File: src/rtl/alu_seq_exec.sv
// Execute-stage ALU: single-cycle add/sub, 1-bit-per-cycle serial shifter for sll/sllv/srav,
// valid/ready handshake on both the operation and the result side.
module alu_seq_exec #(
  parameter int unsigned WIDTH = 32,
  parameter int unsigned SHW   = 5
) (
  input  logic             clk,
  input  logic             rst_n,
  input  logic             in_valid,
  output logic             in_ready,
  input  logic [3:0]       ALUSel,
  input  logic [WIDTH-1:0] A,
  input  logic [WIDTH-1:0] B,
  input  logic [SHW-1:0]   Shamt,
  output logic             out_valid,
  input  logic             out_ready,
  output logic [WIDTH-1:0] Result,
  output logic             Zero,
  output logic             Ovf,
  output logic             Err
);

  localparam logic [3:0] OP_ADD  = 4'd0;
  localparam logic [3:0] OP_SUB  = 4'd1;
  localparam logic [3:0] OP_SLL  = 4'd2;
  localparam logic [3:0] OP_SLLV = 4'd3;
  localparam logic [3:0] OP_SRAV = 4'd4;

  typedef enum logic [1:0] {
    IDLE  = 2'd0,
    SHIFT = 2'd1,
    DONE  = 2'd2
  } state_t;

  state_t           state_q;
  logic [WIDTH-1:0] sh_q;
  logic [SHW-1:0]   cnt_q;
  logic             arith_q;
  logic             out_valid_q;
  logic [WIDTH-1:0] result_q;
  logic             zero_q;
  logic             ovf_q;
  logic             err_q;

  logic [WIDTH-1:0] sum_c;
  logic [WIDTH-1:0] diff_c;
  logic             add_ovf_c;
  logic             sub_ovf_c;
  logic [SHW-1:0]   amt_c;
  logic [WIDTH-1:0] sh_next_c;

  // Arithmetic on the live inputs (only consumed on the accept edge) and one serial shift step.
  always_comb begin
    sum_c     = A + B;
    diff_c    = A - B;
    add_ovf_c = (A[WIDTH-1] == B[WIDTH-1]) && (sum_c[WIDTH-1] != A[WIDTH-1]);
    sub_ovf_c = (A[WIDTH-1] != B[WIDTH-1]) && (diff_c[WIDTH-1] != A[WIDTH-1]);
    amt_c     = (ALUSel == OP_SLL) ? Shamt : A[SHW-1:0];
    sh_next_c = arith_q ? {sh_q[WIDTH-1], sh_q[WIDTH-1:1]} : {sh_q[WIDTH-2:0], 1'b0};
  end

  assign in_ready  = (state_q == IDLE);
  assign out_valid = out_valid_q;
  assign Result    = result_q;
  assign Zero      = zero_q;
  assign Ovf       = ovf_q;
  assign Err       = err_q;

  always_ff @(posedge clk or negedge rst_n) begin
    if (!rst_n) begin
      state_q     <= IDLE;
      sh_q        <= '0;
      cnt_q       <= '0;
      arith_q     <= 1'b0;
      out_valid_q <= 1'b0;
      result_q    <= '0;
      zero_q      <= 1'b0;
      ovf_q       <= 1'b0;
      err_q       <= 1'b0;
    end else begin
      case (state_q)
        IDLE: begin
          if (in_valid) begin
            case (ALUSel)
              OP_ADD: begin
                result_q    <= sum_c;
                zero_q      <= (sum_c == '0);
                ovf_q       <= add_ovf_c;
                err_q       <= 1'b0;
                out_valid_q <= 1'b1;
                state_q     <= DONE;
              end
              OP_SUB: begin
                result_q    <= diff_c;
                zero_q      <= (diff_c == '0);
                ovf_q       <= sub_ovf_c;
                err_q       <= 1'b0;
                out_valid_q <= 1'b1;
                state_q     <= DONE;
              end
              OP_SLL, OP_SLLV, OP_SRAV: begin
                // Zero-length shifts bypass the serial engine.
                if (amt_c == '0) begin
                  result_q    <= B;
                  zero_q      <= (B == '0);
                  ovf_q       <= 1'b0;
                  err_q       <= 1'b0;
                  out_valid_q <= 1'b1;
                  state_q     <= DONE;
                end else begin
                  sh_q    <= B;
                  cnt_q   <= amt_c;
                  arith_q <= (ALUSel == OP_SRAV);
                  state_q <= SHIFT;
                end
              end
              default: begin
                result_q    <= '0;
                zero_q      <= 1'b1;
                ovf_q       <= 1'b0;
                err_q       <= 1'b1;
                out_valid_q <= 1'b1;
                state_q     <= DONE;
              end
            endcase
          end
        end
        SHIFT: begin
          sh_q  <= sh_next_c;
          cnt_q <= cnt_q - SHW'(1);
          if (cnt_q == SHW'(1)) begin
            result_q    <= sh_next_c;
            zero_q      <= (sh_next_c == '0);
            ovf_q       <= 1'b0;
            err_q       <= 1'b0;
            out_valid_q <= 1'b1;
            state_q     <= DONE;
          end
        end
        DONE: begin
          if (out_ready) begin
            out_valid_q <= 1'b0;
            state_q     <= IDLE;
          end
        end
        default: begin
          out_valid_q <= 1'b0;
          state_q     <= IDLE;
        end
      endcase
    end
  end

endmodule
File: config.mk
export PLATFORM = sky130hd
export DESIGN_NAME = alu_seq_exec
export DESIGN_NICKNAME = d
export VERILOG_FILES = /design/src/rtl/alu_seq_exec.sv
export SDC_FILE = /design/constraint.sdc
export NUM_CORES = 1
export LEC_CHECK = 0
export ABC_CLOCK_PERIOD_IN_PS = 2900
export BUFFER_PORTS_ARGS = -buffer_cell sky130_fd_sc_hd__buf_2
export CAP_MARGIN = 15
export CELL_PAD_IN_SITES_DETAIL_PLACEMENT = 2
export CELL_PAD_IN_SITES_GLOBAL_PLACEMENT = 2
export CORE_ASPECT_RATIO = 0.7
export CORE_UTILIZATION = 35
export DETAILED_ROUTE_END_ITERATION = 6
export PLACE_DENSITY = 0.79
export SYNTH_ARGS = -nofsm -noshare
export SYNTH_HDL_FRONTEND = slang
export SYNTH_SLANG_ARGS = --single-unit
export TNS_END_PERCENT = 50
File: constraint.sdc
create_clock -name clk -period 2.9 [get_ports clk]
set_clock_uncertainty 0.15 [all_clocks]
set_input_delay 0.58 -clock clk [delete_from_list [all_inputs] [get_ports clk]]
set_output_delay 0.58 -clock clk [all_outputs]
set_load 0.02 [all_outputs]
==> impl_metrics.toml, run 1 <==
[yosys]
synth_edf_count = 0
yosysUniqueCellTypes = 105
synthCells = 1182
async_reset_ff_share_pct = 100
yosysSeqAreaShare_pct = 21.0
synthFlopType = "dfrtp_1"
syn_area_sq_um = 9060
yosysWarnings = 0
syn_avg_cell_area_sq_um = 7.66
syn-num-nets = 1326
synth_seq_cells = 76

[placed_design]
gp_congestion = 0.909
pre_cts_ws_ps = -1490
io_buffers = 113
place_inst = 1898
hpwl_microns = 46500

[die]
core.rowCount = 48
start_util_pct = 36.2
dieHeight_microns = 137
ioPinCount = 114
die-width_microns = 194

[clock_tree]
cts_buffers = 9
cts.sinks = 76
cts_max_path_buffers = 2
clockRootBuffer = "clkbuf_16"
ctsHoldBuffers = 0
cts_resized = 291
ctsHtreeMaxLevel = 3
postCtsSetupRepairBufs = 55

[outcome]
outcome = "stopped before the end"
stop_error = "[ERROR DPL-0033] detailed placement checks failed during check placement."
haltStage = "clock tree synthesis (4_1_cts)"
[kinds of logic after synthesis]
| family | Yosys count | share of synthesized area, % |
|---|---|---|
| AND/OR/NAND/NOR | 408 | 22.5 |
| XOR/XNOR | 46 | 4.45 |
| adder cells (fa/ha/maj) | 67 | 9.42 |
| multiplexers | 29 | 3.26 |
| AO/OA/AOI/OAI | 400 | 31.2 |
| flip-flops | 76 | 21.0 |
| buffers and inverters | 156 | 8.22 |
[cells in the mapped netlist, types with 7 or more instances]
cell type,n,area (sq um)
o31ai_1,31,233
a21oi_1,88,440
buf_6,13,146
nand4_1,9,56.3
buf_2,11,55.1
nand2_1,144,541
nor2_1,82,308
dfrtp_1,76,1900
nor2b_1,26,163
a221oi_1,22,193
nor4_1,28,175
a211oi_1,27,203
clkbuf_1,38,143
o221ai_1,9,78.8
a221o_1,8,80.1
inv_1,74,278
o21a_1,8,60.1
o21ai_0,89,445
mux2i_1,25,250
a211o_1,7,61.3
buf_1,11,41.3
a21o_1,13,97.6
o211ai_1,7,52.6
nand2b_1,13,81.3
ha_1,65,813
a31oi_1,9,56.3
nor3_1,28,140
xor2_1,7,61.3
nand3_1,20,100
o21bai_1,8,60.1
xnor2_1,39,342
[metrics by stage]
stage / TNS [ps] / cell area [sq um]
2_1_floorplan: -3530 / 9340
3_3_place_gp: -24610 / 12600
3_5_place_dp: -34650 / 12600
==> run 2: changes to the inputs <==
Settings changed: CELL_PAD_IN_SITES_DETAIL_PLACEMENT 2 to not set, CELL_PAD_IN_SITES_GLOBAL_PLACEMENT 2 to not set, CORE_ASPECT_RATIO 0.7 to not set, CORE_UTILIZATION 35 to 40, PLACE_DENSITY 0.79 to not set, PLACE_DENSITY_LB_ADDON set to 0.15.
==> run 2 against run 1 <==
Effect of this change: the flow now finishes, with violations (design-rule violations, negative setup slack); synthesized area is the same; synthesized cell count is the same.
==> impl_metrics.toml, run 2 <==
[outcome]
outcome = "finished with violations"
violations = "design-rule violations, negative setup slack"

[timing]
fmax_mhz = 288
slew_viol_final = 0
layout_setup_ws_ps = -573
worstMarginPinSlew_ps = 847
rsz0062_at_grt = "yes"
final-hold-violation-count = 0
finalCritPeriodShare_pct = 120
whs_ps = 83.2
relSlewSlack_pct = 43.5
setup_viol = 21
min_period_ps = 3470

[yosys]
synth_largest_area_cell = "dfrtp_1"
synthFlopType = "dfrtp_1"
ys_top_cells_by_count = "144 x nand2_1, 89 x o21ai_0, 88 x a21oi_1, 82 x nor2_1, 76 x dfrtp_1"
syn-num-nets = 1326
synthCells = 1182
yosysSeqAreaShare_pct = 21.0
synth_area_leaders = "dfrtp_1 21%, ha_1 9.0%, nand2_1 6.0%"
syn_avg_cell_area_sq_um = 7.66
syn_area_sq_um = 9060
synth_most_common_cell = "nand2_1"
yosysUniqueCellTypes = 105
yosysWarnings = 0
synthDominantCellAreaShare_pct = 21.0
synth_edf_count = 0
async_reset_ff_share_pct = 100
synth_seq_cells = 76

[die]
dieHeight_microns = 153
core_area_sq_um = 22000
dieArea_sq_um = 23300
ioPinCount = 114
start_util_pct = 41.1
die-width_microns = 153
core.rowCount = 54

[critical_path]
path_class = "input pin to flip-flop"
path_max_fanout = 5
worstPathBufferInverterCount = 3
cpPeakStageDelay_ps = 600
cp_slowest_cell = "or4b_4"
critical_path.cell_chain = "buf_2 -> buf_4 -> ha_1 -> nor2_2 -> a211o_4 -> a211oi_2 -> buf_4 -> or4b_4 -> a211oi_4 -> o31ai_2 -> a21oi_2 -> xor2_1 -> and4_1 -> a41oi_2 -> o31ai_2"
cp_data_arrival_time_ps = 3570
cp_top_family = "compound AO/OA/AOI/OAI gates"
start_kind = "input pin"
crit_path_end_kind = "flip-flop"
worstPathRequired_ps = 3000

[flow_run]
drv_cap = 0

[cells_and_area]
fin_area_sq_um = 13600
area_growth_pct = 50.0
fin_util_pct = 61.7
drive_gt1_share_pct = 40.9
final_cell_mix = "347 x buf_4, 143 x nand2_1, 102 x buf_2"
final_common_cell = "buf_4"
n_antenna_cell = 0
final_nets = 1728
nFillCells = 1999
final_cells = 1869

[routing]
ant_nets = 0
firstDrtPassIters = 7
drtIter0Drc = 777
drc_errors = 3
routed_wl_microns = 36100
vias_per_cell = 5.69
wl_per_cell_microns = 19.3
via_count = 10629

[power]
power_leakage_uw = 0.00629
ir_drop_v = 0.000272
powerDensity_nw_per_um2 = 559

[placed_design]
postPlaceCellArea_sq_um = 12300
hpwl_microns = 28600
io_buffers = 113
place_inst = 1832
gp_congestion = 1.02

[global_routing]
gr-usage-met2_pct = 49.1
grtUsageMet3_pct = 5.94
grt-ovfl-total = 0
grt_pass1_wl_microns = 55800
antenna_found_initial = 0
grt_pass1_vias = 10213
track_usage_pct = 30.5
top_usage_layer = "met2"
grt_max_degree = 82
met1_usage_pct = 40.8

[clock_tree]
cts_max_path_buffers = 2
clk_latency_ps = 340
cts_buffers = 9
cts.sinks = 76
clk_pin_slew_ps = 60
cts_tree = "yes"
ctsHoldBuffers = 0
ctsHtreeMaxLevel = 3
clockRootBuffer = "clkbuf_16"

[worst_hold_path]
hold_path.class = "input pin to asynchronous set/reset pin"
run 2: layer usage:
metal	up-vias	part of all wire, %	wire length (microns)
li1	5159	-	-
met1	4988	43	15500
met2	408	46	16600
met3	74	7.9	2850
met4	0	2.9	1050
met5	-	0	0
run 2: repair_timing:
item | 4_1_cts | 5_1_grt
gates resized for setup | 95 | 63
gates cloned | 0 | 0
endpoints found under the setup margin | 22 | 40
pin swaps | 48 | 38
setup buffers | 11 | 11
run 2: cell families (layout without fill, tap and decap cells):
group                    after synthesis  count (layout)  synth area share (%)
AND/OR/NAND/NOR                      408             408                  22.5
flip-flops                            76              76                  21.0
multiplexers                          29              29                  3.26
buffers and inverters                156             563                  8.22
XOR/XNOR                              46              46                  4.45
adder cells (fa/ha/maj)               67              67                  9.42
AO/OA/AOI/OAI                        400             400                  31.2
run 2: worst register-to-register path, cell delays in order (launching register included):
cell and delay [ps]:
dfrtp_1 380, inv_1 80, ha_1 140, a41oi_1 120, a211oi_1 270, buf_4 160, nand2b_2 70, a21boi_1 230
nand2_1 120, nor4_2 350, nand4b_1 170, nor4_2 170, nand4bb_1 160, o31ai_2 240
run 2: final cells by class:
cell class              instances  area (sq um)  share of cell area, %
clock inverters                 7          67.6                  0.497
flip-flops and latches         76          1900                   14.0
well taps                     280           350                   2.58
inverters                      76           354                   2.61
clock buffers                   9           225                   1.66
multi-input cells             950          7270                   53.5
repair buffers                471          3420                   25.2
run 2: report_power, final:
part / total, uW / leakage, uW / internal, uW / switching (uW)
clock: 1120 / 0.000137 / 661 / 463
combinational: 4460 / 0.00519 / 1990 / 2470
sequential: 2010 / 0.000957 / 1540 / 476
total: 7600 / 0.00629 / 4190 / 3410
run 2: through the flow:
stage | setup slack (ps) | TNS, ps | total power, uW
2_1_floorplan | -498 | -3530 | 4350
3_3_place_gp | -981 | -23370 | 6060
3_5_place_dp | -1030 | -25030 | 6100
4_1_cts | -524 | -5240 | 7420
5_1_grt | -673 | -8000 | 8080
6_report | -573 | -5950 | 7600
run 2: worst paths after layout:
kind                                         from                endpoint  slack, ps  cells past startpoint
min reg2reg                Result[16]$_DFFE_PN0P_  Result[16]$_DFFE_PN0P_        310                      2
max reg2reg                  cnt_q[1]$_DFFE_PN0P_        Zero$_DFFE_PN0P_        -20                     13
max                                          A[1]        Zero$_DFFE_PN0P_       -570                     15
max in group asynchronous                   rst_n    sh_q[18]$_DFFE_PN0P_       1860                      2
min in group clk           Result[16]$_DFFE_PN0P_  Result[16]$_DFFE_PN0P_        310                      2
min                                         rst_n  Result[27]$_DFFE_PN0P_         80                      1
No activity file was read; power rests on OpenSTA's default activity.
